--- src/rtl/writeback_regfile_pkg.sv ---
// Shared constants and types for the write-back / register-file slice.
// Optional feature macro: WB_FORWARD_EN (EX and WB bypass into the read ports).
package writeback_regfile_pkg;

    localparam int unsigned DATA_W_DEF    = 32;
    localparam int unsigned ADDR_W_DEF    = 5;
    localparam int unsigned REG_NUM       = 32;
    localparam logic [4:0]  REG_ZERO_ADDR = 5'd0;
    localparam logic [31:0] ZERO_WORD     = 32'h0;

    // Where a read port takes its value from.
    typedef enum logic [1:0] {
        SRC_ZERO  = 2'd0,
        SRC_EX    = 2'd1,
        SRC_WB    = 2'd2,
        SRC_ARRAY = 2'd3
    } rd_src_e;

endpackage

--- src/rtl/writeback_regfile_array.sv ---
// Register file storage: one write port, two asynchronous read ports,
// asynchronous active-low clear of every entry, writes to $0 discarded.
module writeback_regfile_array
    import writeback_regfile_pkg::*;
#(
    parameter int unsigned DATA_W = DATA_W_DEF,
    parameter int unsigned ADDR_W = ADDR_W_DEF
) (
    input  logic              clk,
    input  logic              rst,
    input  logic              we,
    input  logic [ADDR_W-1:0] waddr,
    input  logic [DATA_W-1:0] wdata,
    input  logic [ADDR_W-1:0] raddr1,
    input  logic [ADDR_W-1:0] raddr2,
    output logic [DATA_W-1:0] rdata1,
    output logic [DATA_W-1:0] rdata2
);

    localparam int unsigned DEPTH = 2 ** ADDR_W;

    logic [DATA_W-1:0] mem_r [DEPTH];
    logic              wr_en_s;

    // Suppress writes aimed at the hardwired zero register.
    always_comb begin
        wr_en_s = 1'b0;
        if (we && (waddr != {ADDR_W{1'b0}})) begin
            wr_en_s = 1'b1;
        end else begin
            wr_en_s = 1'b0;
        end
    end

    // Storage update: clear everything on reset, otherwise single-port write.
    always_ff @(posedge clk or negedge rst) begin
        if (!rst) begin
            for (int i = 0; i < DEPTH; i++) begin
                mem_r[i] <= {DATA_W{1'b0}};
            end
        end else if (wr_en_s) begin
            mem_r[waddr] <= wdata;
        end else begin
            mem_r[waddr] <= mem_r[waddr];
        end
    end

    assign rdata1 = mem_r[raddr1];
    assign rdata2 = mem_r[raddr2];

endmodule

--- src/rtl/writeback_regfile.sv ---
// Write-back stage: EX/WB pipeline latch, commit into the register file and
// the two decode read ports ($0 reads as zero, reads are zero during reset).
// Optional macro WB_FORWARD_EN adds EX then WB bypass ahead of the array.
module writeback_regfile
    import writeback_regfile_pkg::*;
#(
    parameter int unsigned DATA_W = DATA_W_DEF,
    parameter int unsigned ADDR_W = ADDR_W_DEF
) (
    input  logic              clk,
    input  logic              rst,
    input  logic [ADDR_W-1:0] dest_addr_input,
    input  logic              write_or_not_input,
    input  logic [DATA_W-1:0] wdata_input,
    input  logic              stall,
    input  logic              flush,
    input  logic [ADDR_W-1:0] raddr1,
    input  logic [ADDR_W-1:0] raddr2,
    input  logic              re1,
    input  logic              re2,
    output logic [DATA_W-1:0] rdata1,
    output logic [DATA_W-1:0] rdata2,
    output logic [ADDR_W-1:0] wb_dest_addr,
    output logic              wb_write
);

    logic [ADDR_W-1:0] wb_dest_addr_r;
    logic              wb_write_r;
    logic [DATA_W-1:0] wb_data_r;
    logic [DATA_W-1:0] arr_rdata1_s;
    logic [DATA_W-1:0] arr_rdata2_s;
    rd_src_e           src1_s;
    rd_src_e           src2_s;

    // Choose the source of one read port, youngest result first.
    function automatic rd_src_e pick_src(
        input logic              rst_v,
        input logic              re_v,
        input logic [ADDR_W-1:0] raddr_v,
        input logic              ex_we_v,
        input logic [ADDR_W-1:0] ex_addr_v,
        input logic              wb_we_v,
        input logic [ADDR_W-1:0] wb_addr_v
    );
        rd_src_e src;
        src = SRC_ZERO;
        if (!rst_v || !re_v) begin
            src = SRC_ZERO;
        end else if (raddr_v == {ADDR_W{1'b0}}) begin
            src = SRC_ZERO;
`ifdef WB_FORWARD_EN
        end else if (ex_we_v && (ex_addr_v == raddr_v)) begin
            src = SRC_EX;
        end else if (wb_we_v && (wb_addr_v == raddr_v)) begin
            src = SRC_WB;
`endif
        end else begin
            src = SRC_ARRAY;
        end
`ifndef WB_FORWARD_EN
        // Bypass operands only matter in the forwarding build.
        if (ex_we_v && wb_we_v && (ex_addr_v == wb_addr_v)) begin
            src = src;
        end else begin
            src = src;
        end
`endif
        return src;
    endfunction

    // EX/WB latch: flush beats stall, stall holds, otherwise capture EX.
    always_ff @(posedge clk or negedge rst) begin
        if (!rst) begin
            wb_dest_addr_r <= {ADDR_W{1'b0}};
            wb_write_r     <= 1'b0;
            wb_data_r      <= {DATA_W{1'b0}};
        end else if (flush) begin
            wb_dest_addr_r <= {ADDR_W{1'b0}};
            wb_write_r     <= 1'b0;
            wb_data_r      <= {DATA_W{1'b0}};
        end else if (stall) begin
            wb_dest_addr_r <= wb_dest_addr_r;
            wb_write_r     <= wb_write_r;
            wb_data_r      <= wb_data_r;
        end else begin
            wb_dest_addr_r <= dest_addr_input;
            wb_write_r     <= write_or_not_input;
            wb_data_r      <= wdata_input;
        end
    end

    // Commit the latched result every cycle it is valid (repeats while stalled).
    writeback_regfile_array #(
        .DATA_W (DATA_W),
        .ADDR_W (ADDR_W)
    ) u_array (
        .clk    (clk),
        .rst    (rst),
        .we     (wb_write_r),
        .waddr  (wb_dest_addr_r),
        .wdata  (wb_data_r),
        .raddr1 (raddr1),
        .raddr2 (raddr2),
        .rdata1 (arr_rdata1_s),
        .rdata2 (arr_rdata2_s)
    );

    // Source selection for both read ports.
    always_comb begin
        src1_s = SRC_ZERO;
        src2_s = SRC_ZERO;
        src1_s = pick_src(rst, re1, raddr1, write_or_not_input, dest_addr_input,
                          wb_write_r, wb_dest_addr_r);
        src2_s = pick_src(rst, re2, raddr2, write_or_not_input, dest_addr_input,
                          wb_write_r, wb_dest_addr_r);
    end

    // Read port 1 data mux.
    always_comb begin
        rdata1 = {DATA_W{1'b0}};
        case (src1_s)
            SRC_ZERO:  rdata1 = {DATA_W{1'b0}};
            SRC_EX:    rdata1 = wdata_input;
            SRC_WB:    rdata1 = wb_data_r;
            SRC_ARRAY: rdata1 = arr_rdata1_s;
            default:   rdata1 = {DATA_W{1'b0}};
        endcase
    end

    // Read port 2 data mux.
    always_comb begin
        rdata2 = {DATA_W{1'b0}};
        case (src2_s)
            SRC_ZERO:  rdata2 = {DATA_W{1'b0}};
            SRC_EX:    rdata2 = wdata_input;
            SRC_WB:    rdata2 = wb_data_r;
            SRC_ARRAY: rdata2 = arr_rdata2_s;
            default:   rdata2 = {DATA_W{1'b0}};
        endcase
    end

    assign wb_dest_addr = wb_dest_addr_r;
    assign wb_write     = wb_write_r;

endmodule
--- config.mk ---
export PLATFORM = sky130hd
export DESIGN_NAME = writeback_regfile
export DESIGN_NICKNAME = d
export VERILOG_FILES = /design/src/rtl/writeback_regfile_pkg.sv /design/src/rtl/writeback_regfile_array.sv /design/src/rtl/writeback_regfile.sv
export SDC_FILE = /design/constraint.sdc
export NUM_CORES = 2
export LEC_CHECK = 0
export ABC_CLOCK_PERIOD_IN_PS = 3600
export CAP_MARGIN = 5
export CORE_UTILIZATION = 40
export DETAILED_ROUTE_END_ITERATION = 6
export MAX_ROUTING_LAYER = met4
export SYNTH_ARGS = -nofsm -noshare
export SYNTH_HDL_FRONTEND = slang
export SYNTH_HIERARCHICAL = 1
export SYNTH_SLANG_ARGS = --single-unit
--- constraint.sdc ---
create_clock -name clk -period 3.6 [get_ports clk]
set_clock_uncertainty 0.15 [all_clocks]
set_input_delay 0.36 -clock clk [delete_from_list [all_inputs] [get_ports clk]]
set_output_delay 0.36 -clock clk [all_outputs]
set_load 0.05 [all_outputs]
# [After elaboration in Yosys (flattened, before gate mapping)]
# Index checks and enable logic that the tools add are counted.
[classes] magnitude_cmp=4 n_eq_ne=7 muxes=27 bitwise=3 n_reduce_logical=12
[ops] cell="bitwise mux 1024 bit" count=2
[ops] cell="two-way mux 1024 bit" count=1
[ops] cell="binary-select mux 32 bit (select 5 bit)" count=3
[ops] cell="two-way mux 32 bit" count=9
[ops] cell="one-hot mux 32 bit (4 select lines)" count=2
[ops] cell="demux 32 bit (select 5 bit)" count=1
[ops] cell="greater-or-equal comparator 6 bit, second input constant" count=3
[ops] cell="NOT 5 -> 6 bit" count=3
[ops] cell="logical NOT 5 bit" count=2
[ops] cell="two-way mux 5 bit" count=2
[ops] cell="equality test 2 bit, second input constant" count=4
[ops] cell="two-way mux 2 bit" count=4
[ops] cell="< comparator 6 x 1 -> 1 bit, second input constant" count=1
[ops] cell="nonzero test 5 bit" count=1
[ops] cell="equality test 2 x 1 -> 1 bit, second input constant" count=2
[ops] cell="logical NOT 2 bit" count=2
[ops] cell="logical NOT 1 bit" count=3
[ops] cell="two-way mux 1 bit" count=3
[ops] cell="logical AND 1 bit" count=2
[ops] cell="logical OR 1 bit" count=2
[ops] cell="!= test 2 x 1 -> 1 bit, second input constant" count=1
[totals] register_bits=1062 wordCells=88

# [Depth between registers and ports, before layout]
[depth] ltp_word=7 ltp_mapped=11

# [By module]
# Netlist, hierarchy kept.
[modules_own_cells] mod="writeback_regfile_array" n_inst=1 cells_per_inst=4387 area_each_um2=62606.3
[modules_own_cells] mod="writeback_regfile" n_inst=1 cells_per_inst=279 area_each_um2=2381.0

# [Worst setup path after synthesis]
# OpenSTA, ideal clock, no wires.
[synth_timing] path_kind="input to output" start="in raddr2[0]" end="out rdata2[16]" arrival_ns=2.841 slack_ns=0.249 cell_stages=10 cell_sequence="clkbuf_1 -> buf_2 -> buf_2 -> buf_2 -> mux4_2 -> mux2i_1 -> a22oi_1 -> o21a_1 -> nand3_1 -> a21oi_1"
[synth_via] elab_chain_len=5
[synth_lines] element="start, declared" line="writeback_regfile.sv:18" source="input logic [ADDR_W-1:0] raddr2,"
[synth_lines] element="NOT 5 -> 6 bit (not written as such)" line="writeback_regfile_array.sv:49" source="assign rdata2 = mem_r[raddr2];"
[synth_lines] element="binary-select mux 32 bit (select 5 bit)" line="writeback_regfile_array.sv:49"
[synth_lines] element="two-way mux 32 bit (not written as such) (2 in a row)" line="writeback_regfile_array.sv:49"
[synth_lines] element="named net arr_rdata2_s[16]" line="writeback_regfile.sv:31" source="logic [DATA_W-1:0] arr_rdata2_s;"
[synth_lines] element="one-hot mux 32 bit (4 select lines)" line="writeback_regfile.sv:133" source="case (src2_s)"
[synth_lines] element="end, declared" line="writeback_regfile.sv:22" source="output logic [DATA_W-1:0] rdata2,"
# The timed path passes the listed nets, and every way through them passes these cells. The select of a mux whose other input is x is not followed.

# [Worst setup path after layout]
[layout_timing] start="reg u_array/mem_r[639] in the netlist's numbering" end="out rdata2[31]"
[layout_via] elab_chain_len=4
[layout_lines] element="start, declared" line="writeback_regfile_array.sv:22" source="logic [DATA_W-1:0] mem_r [DEPTH];"
[layout_lines] element="start signal, assigned by index" line="writeback_regfile_array.sv:39" source="mem_r[i] <= {DATA_W{1'b0}};"
[layout_lines] element="start signal, assigned by index" line="writeback_regfile_array.sv:42" source="mem_r[waddr] <= wdata;"
[layout_lines] element="start signal, assigned by index" line="writeback_regfile_array.sv:44" source="mem_r[waddr] <= mem_r[waddr];"
[layout_lines] element="binary-select mux 32 bit (select 5 bit)" line="writeback_regfile_array.sv:49"
[layout_lines] element="two-way mux 32 bit (not written as such) (2 in a row)" line="writeback_regfile_array.sv:49"
[layout_lines] element="named net arr_rdata2_s[31]" line="writeback_regfile.sv:31"
[layout_lines] element="one-hot mux 32 bit (4 select lines)" line="writeback_regfile.sv:133"
# The timed path passes the listed nets, and every way through them passes these cells. The select of a mux whose other input is x is not followed.

==> impl_metrics.tcl <==
set metrics [dict create \
    critPathMaxFanout 4 \
    layout-drive-gt1-share_pct 48.2 \
    p_sw_w 0.0103 \
    insertedDiodeCount 0 \
    holdWs_ps 52.6 \
    outcome "finished, final reports clean" \
    clk_pin_slew_ps 60 \
    die_height_um 405 \
    post_cts_buffers 0 \
    synth_seq_cells 1062 \
    dp_hpwl_mm 152 \
    rsz0062_at_grt "no" \
    clk_path_buf_depth 3 \
    nNetsFinal 4773 \
    slew_headroom_pct 14.3 \
    drc_errors 0 \
    grt-ovfl-total 0 \
    die_area_mm2 0.164 \
    syn-num-nets 4720 \
    synth_top_area_share_pct 40.9 \
    yosysWarningCount 6 \
    ys_types 52 \
    clockPowerShare_pct 38.3 \
    critPathLaunchType "register" \
    ir_drop_mv 0.478 \
    p_leak_nw 31.9 \
    worstPathArrival_ps 3050 \
    cp.required_ps 3090 \
    worst_pin_slew_ps 1280 \
    netlist_area_mm2 0.0650 \
    finalHoldViolCount 0 \
    io_pins 124 \
    cts_tree "done" \
    grt_max_degree 123 \
    powerDensity_mw_per_mm2 470 \
    avgViaCountPerCell 6.54 \
    drt-initial-drc-count 4486 \
    p_sw_share_pct 29.2 \
    p_int_w 0.0250 \
    worstHoldPathType "primary input to register" \
    vias 45600 \
    met1_length_mm 94.7 \
    fmax_mhz 281 \
    criticalPathCategory "register to output port" \
    synth_top_area_cell "dfrtp_1" \
    routed_wl_mm 239 \
    clock_sinks 1062 \
    clockRootBuffer "clkbuf_16" \
    core_mm2 0.161 \
    fin_util_pct 46.8 \
    placedCellCount 6752 \
    ys_seq_area_share_pct 40.9 \
    wl_per_cell_um 34.2 \
    synth_area_leaders "dfrtp_1, mux4_2, mux2_2" \
    finalSetupTns_ps 0 \
    start_util_pct 40.4 \
    cts_buffers 120 \
    wl_met2_mm 111 \
    power_frac_comb_pct 20.4 \
    grt_pass1_vias 46000 \
    met3_length_mm 20.3 \
    netlist_instances 4666 \
    h-tree-depth 3 \
    clock_latency_ps 780 \
    avgSynthCellArea_um2 13.9 \
    min-delay-start "wdata_input[28]" \
    fp-row-count 147 \
    layout_setup_ws_ps 41.7 \
    gp_congestion 0.902 \
    grt_pass1_wl_mm 343 \
    drtPass1Iterations 5 \
    highest_layer "met4" \
    crit_start "u_array/mem_r[639]" \
    grt_usage_pct 30.1 \
    synth_edf_count 0 \
    antenna_found_initial 1 \
    die_w_um 405 \
    setup_viol 0 \
    fin_cells 6979 \
    place_ws_ps 154 \
    p_seq_share_pct 41.3 \
    drv_slew 0 \
    r2r_start "wb_dest_addr[3]" \
    ys.flop_type "dfrtp_1" \
    antenna_left 0 \
    crit_path_end_kind "output port" \
    syn_to_final_growth_pct 15.8 \
    postSynth.asyncResetShare_pct 100 \
    period_needed_ps 3560 \
    drv_cap 0 \
    finalCritPeriodShare_pct 98.8 \
    port_buffers 123 \
]
## routing by layer
metal  vias up  track usage (%)
li1      18400                -
met1     24300             39.0
met2      2279             45.7
met3       631             5.45
met4         0             14.2
met5         -                -
## cell usage in the layout, fill, tap and decap left out, drive strengths merged, types with 73 or more instances in the layout
cell type	instances
buf	433
mux2i	600
o22ai	218
nand2	119
mux2	936
mux4	612
nor2	89
clkbuf	159
dfrtp	1062
nand3	73
## cell usage after synthesis, types with 2 or more instances
cell	count
buf_6	33
a211o_1	2
nor2b_1	5
a22oi_1	64
nand2_1	119
mux4_2	612
nor4_1	58
o22ai_1	218
buf_1	46
a31oi_1	9
inv_1	2
nand3_1	73
nor4_4	2
a21oi_1	60
a21oi_2	4
o21ai_0	34
or2_2	3
clkbuf_2	21
buf_2	185
dfrtp_1	1062
and3_1	3
and2_1	7
nor3_1	3
a31oi_2	20
buf_4	18
mux2_2	936
mux2i_1	600
nand3b_1	2
o21a_1	64
clkbuf_1	248
nand4b_1	4
nor2_1	88
nand4bb_1	5
nor3b_1	2
or2_1	2
o21ai_2	30
or4b_1	3
nand2b_1	5
## worst max-delay path, stage by stage (launching register included)
cell	delay (ps)
dfrtp_1	420
mux4_2	500
mux4_2	500
o21a_1	240
nand3_1	190
a21oi_1	70
buf_4	230
buf_12	150
## through the flow
stage | instance area, µm² | total power [W]
finish | 75300 | 0.0354
global route | 75300 | 0.0366
floorplan | 65000 | 0.0193
CTS | 75300 | 0.0354
global placement | 70900 | 0.0217
detailed placement | 70900 | 0.0219
## area by class of cell
cell class / count / area, µm²
clock buffer: 159 / 3460
clock inverter: 63 / 881
timing repair buffer: 482 / 5430
fill: 14200 / 85700
sequential: 1062 / 26600
inverter: 2 / 7.51
tap: 2160 / 2700
multi-input combinational: 3051 / 36200
## cells by family (layout without fill, tap and decap cells)
group / count (synthesis) / count (layout) / share of synthesized area (%)
AO/OA/AOI/OAI: 513 / 513 / 5.40
multiplexers: 2148 / 2148 / 46.7
AND/OR/NAND/NOR: 390 / 390 / 2.96
flip-flops: 1062 / 1062 / 40.9
buffers and inverters: 553 / 706 / 4.08
## final timing paths
check                           cells after the start  slack [ps]             endpoint
worst min register to register                      0         270  u_array/mem_r[1013]
worst min-delay path                                3          50        wb_data_r[28]
worst max-delay path                                7          40           rdata2[31]
min in group asynchronous                           3         270   u_array/mem_r[555]
max in group asynchronous                           4        1580    u_array/mem_r[62]
worst max register to register                      8         140   u_array/mem_r[665]
## power by group through the flow
stage | Sequential, W | Combinational, W | Clock (W)
finish | 0.0146 | 0.00720 | 0.0135
global route | 0.0148 | 0.00761 | 0.0142
CTS | 0.0146 | 0.00718 | 0.0137
detailed placement | 0.0148 | 0.00715 | 0
global placement | 0.0147 | 0.00704 | 0
floorplan | 0.0143 | 0.00506 | 0
## repair_timing
action,CTS,global route
hold buffers,5,0
resized for setup,0,1
hold endpoints to repair,477,0
endpoints found under the setup margin,0,4
## sequential cells by signal, summed over array words and instances, names as in the netlist
signal         count
wb_data_r         32
wb_write           1
u_array/mem_r   1024
wb_dest_addr       5
Note: power is estimated with default switching activity, not from simulation.
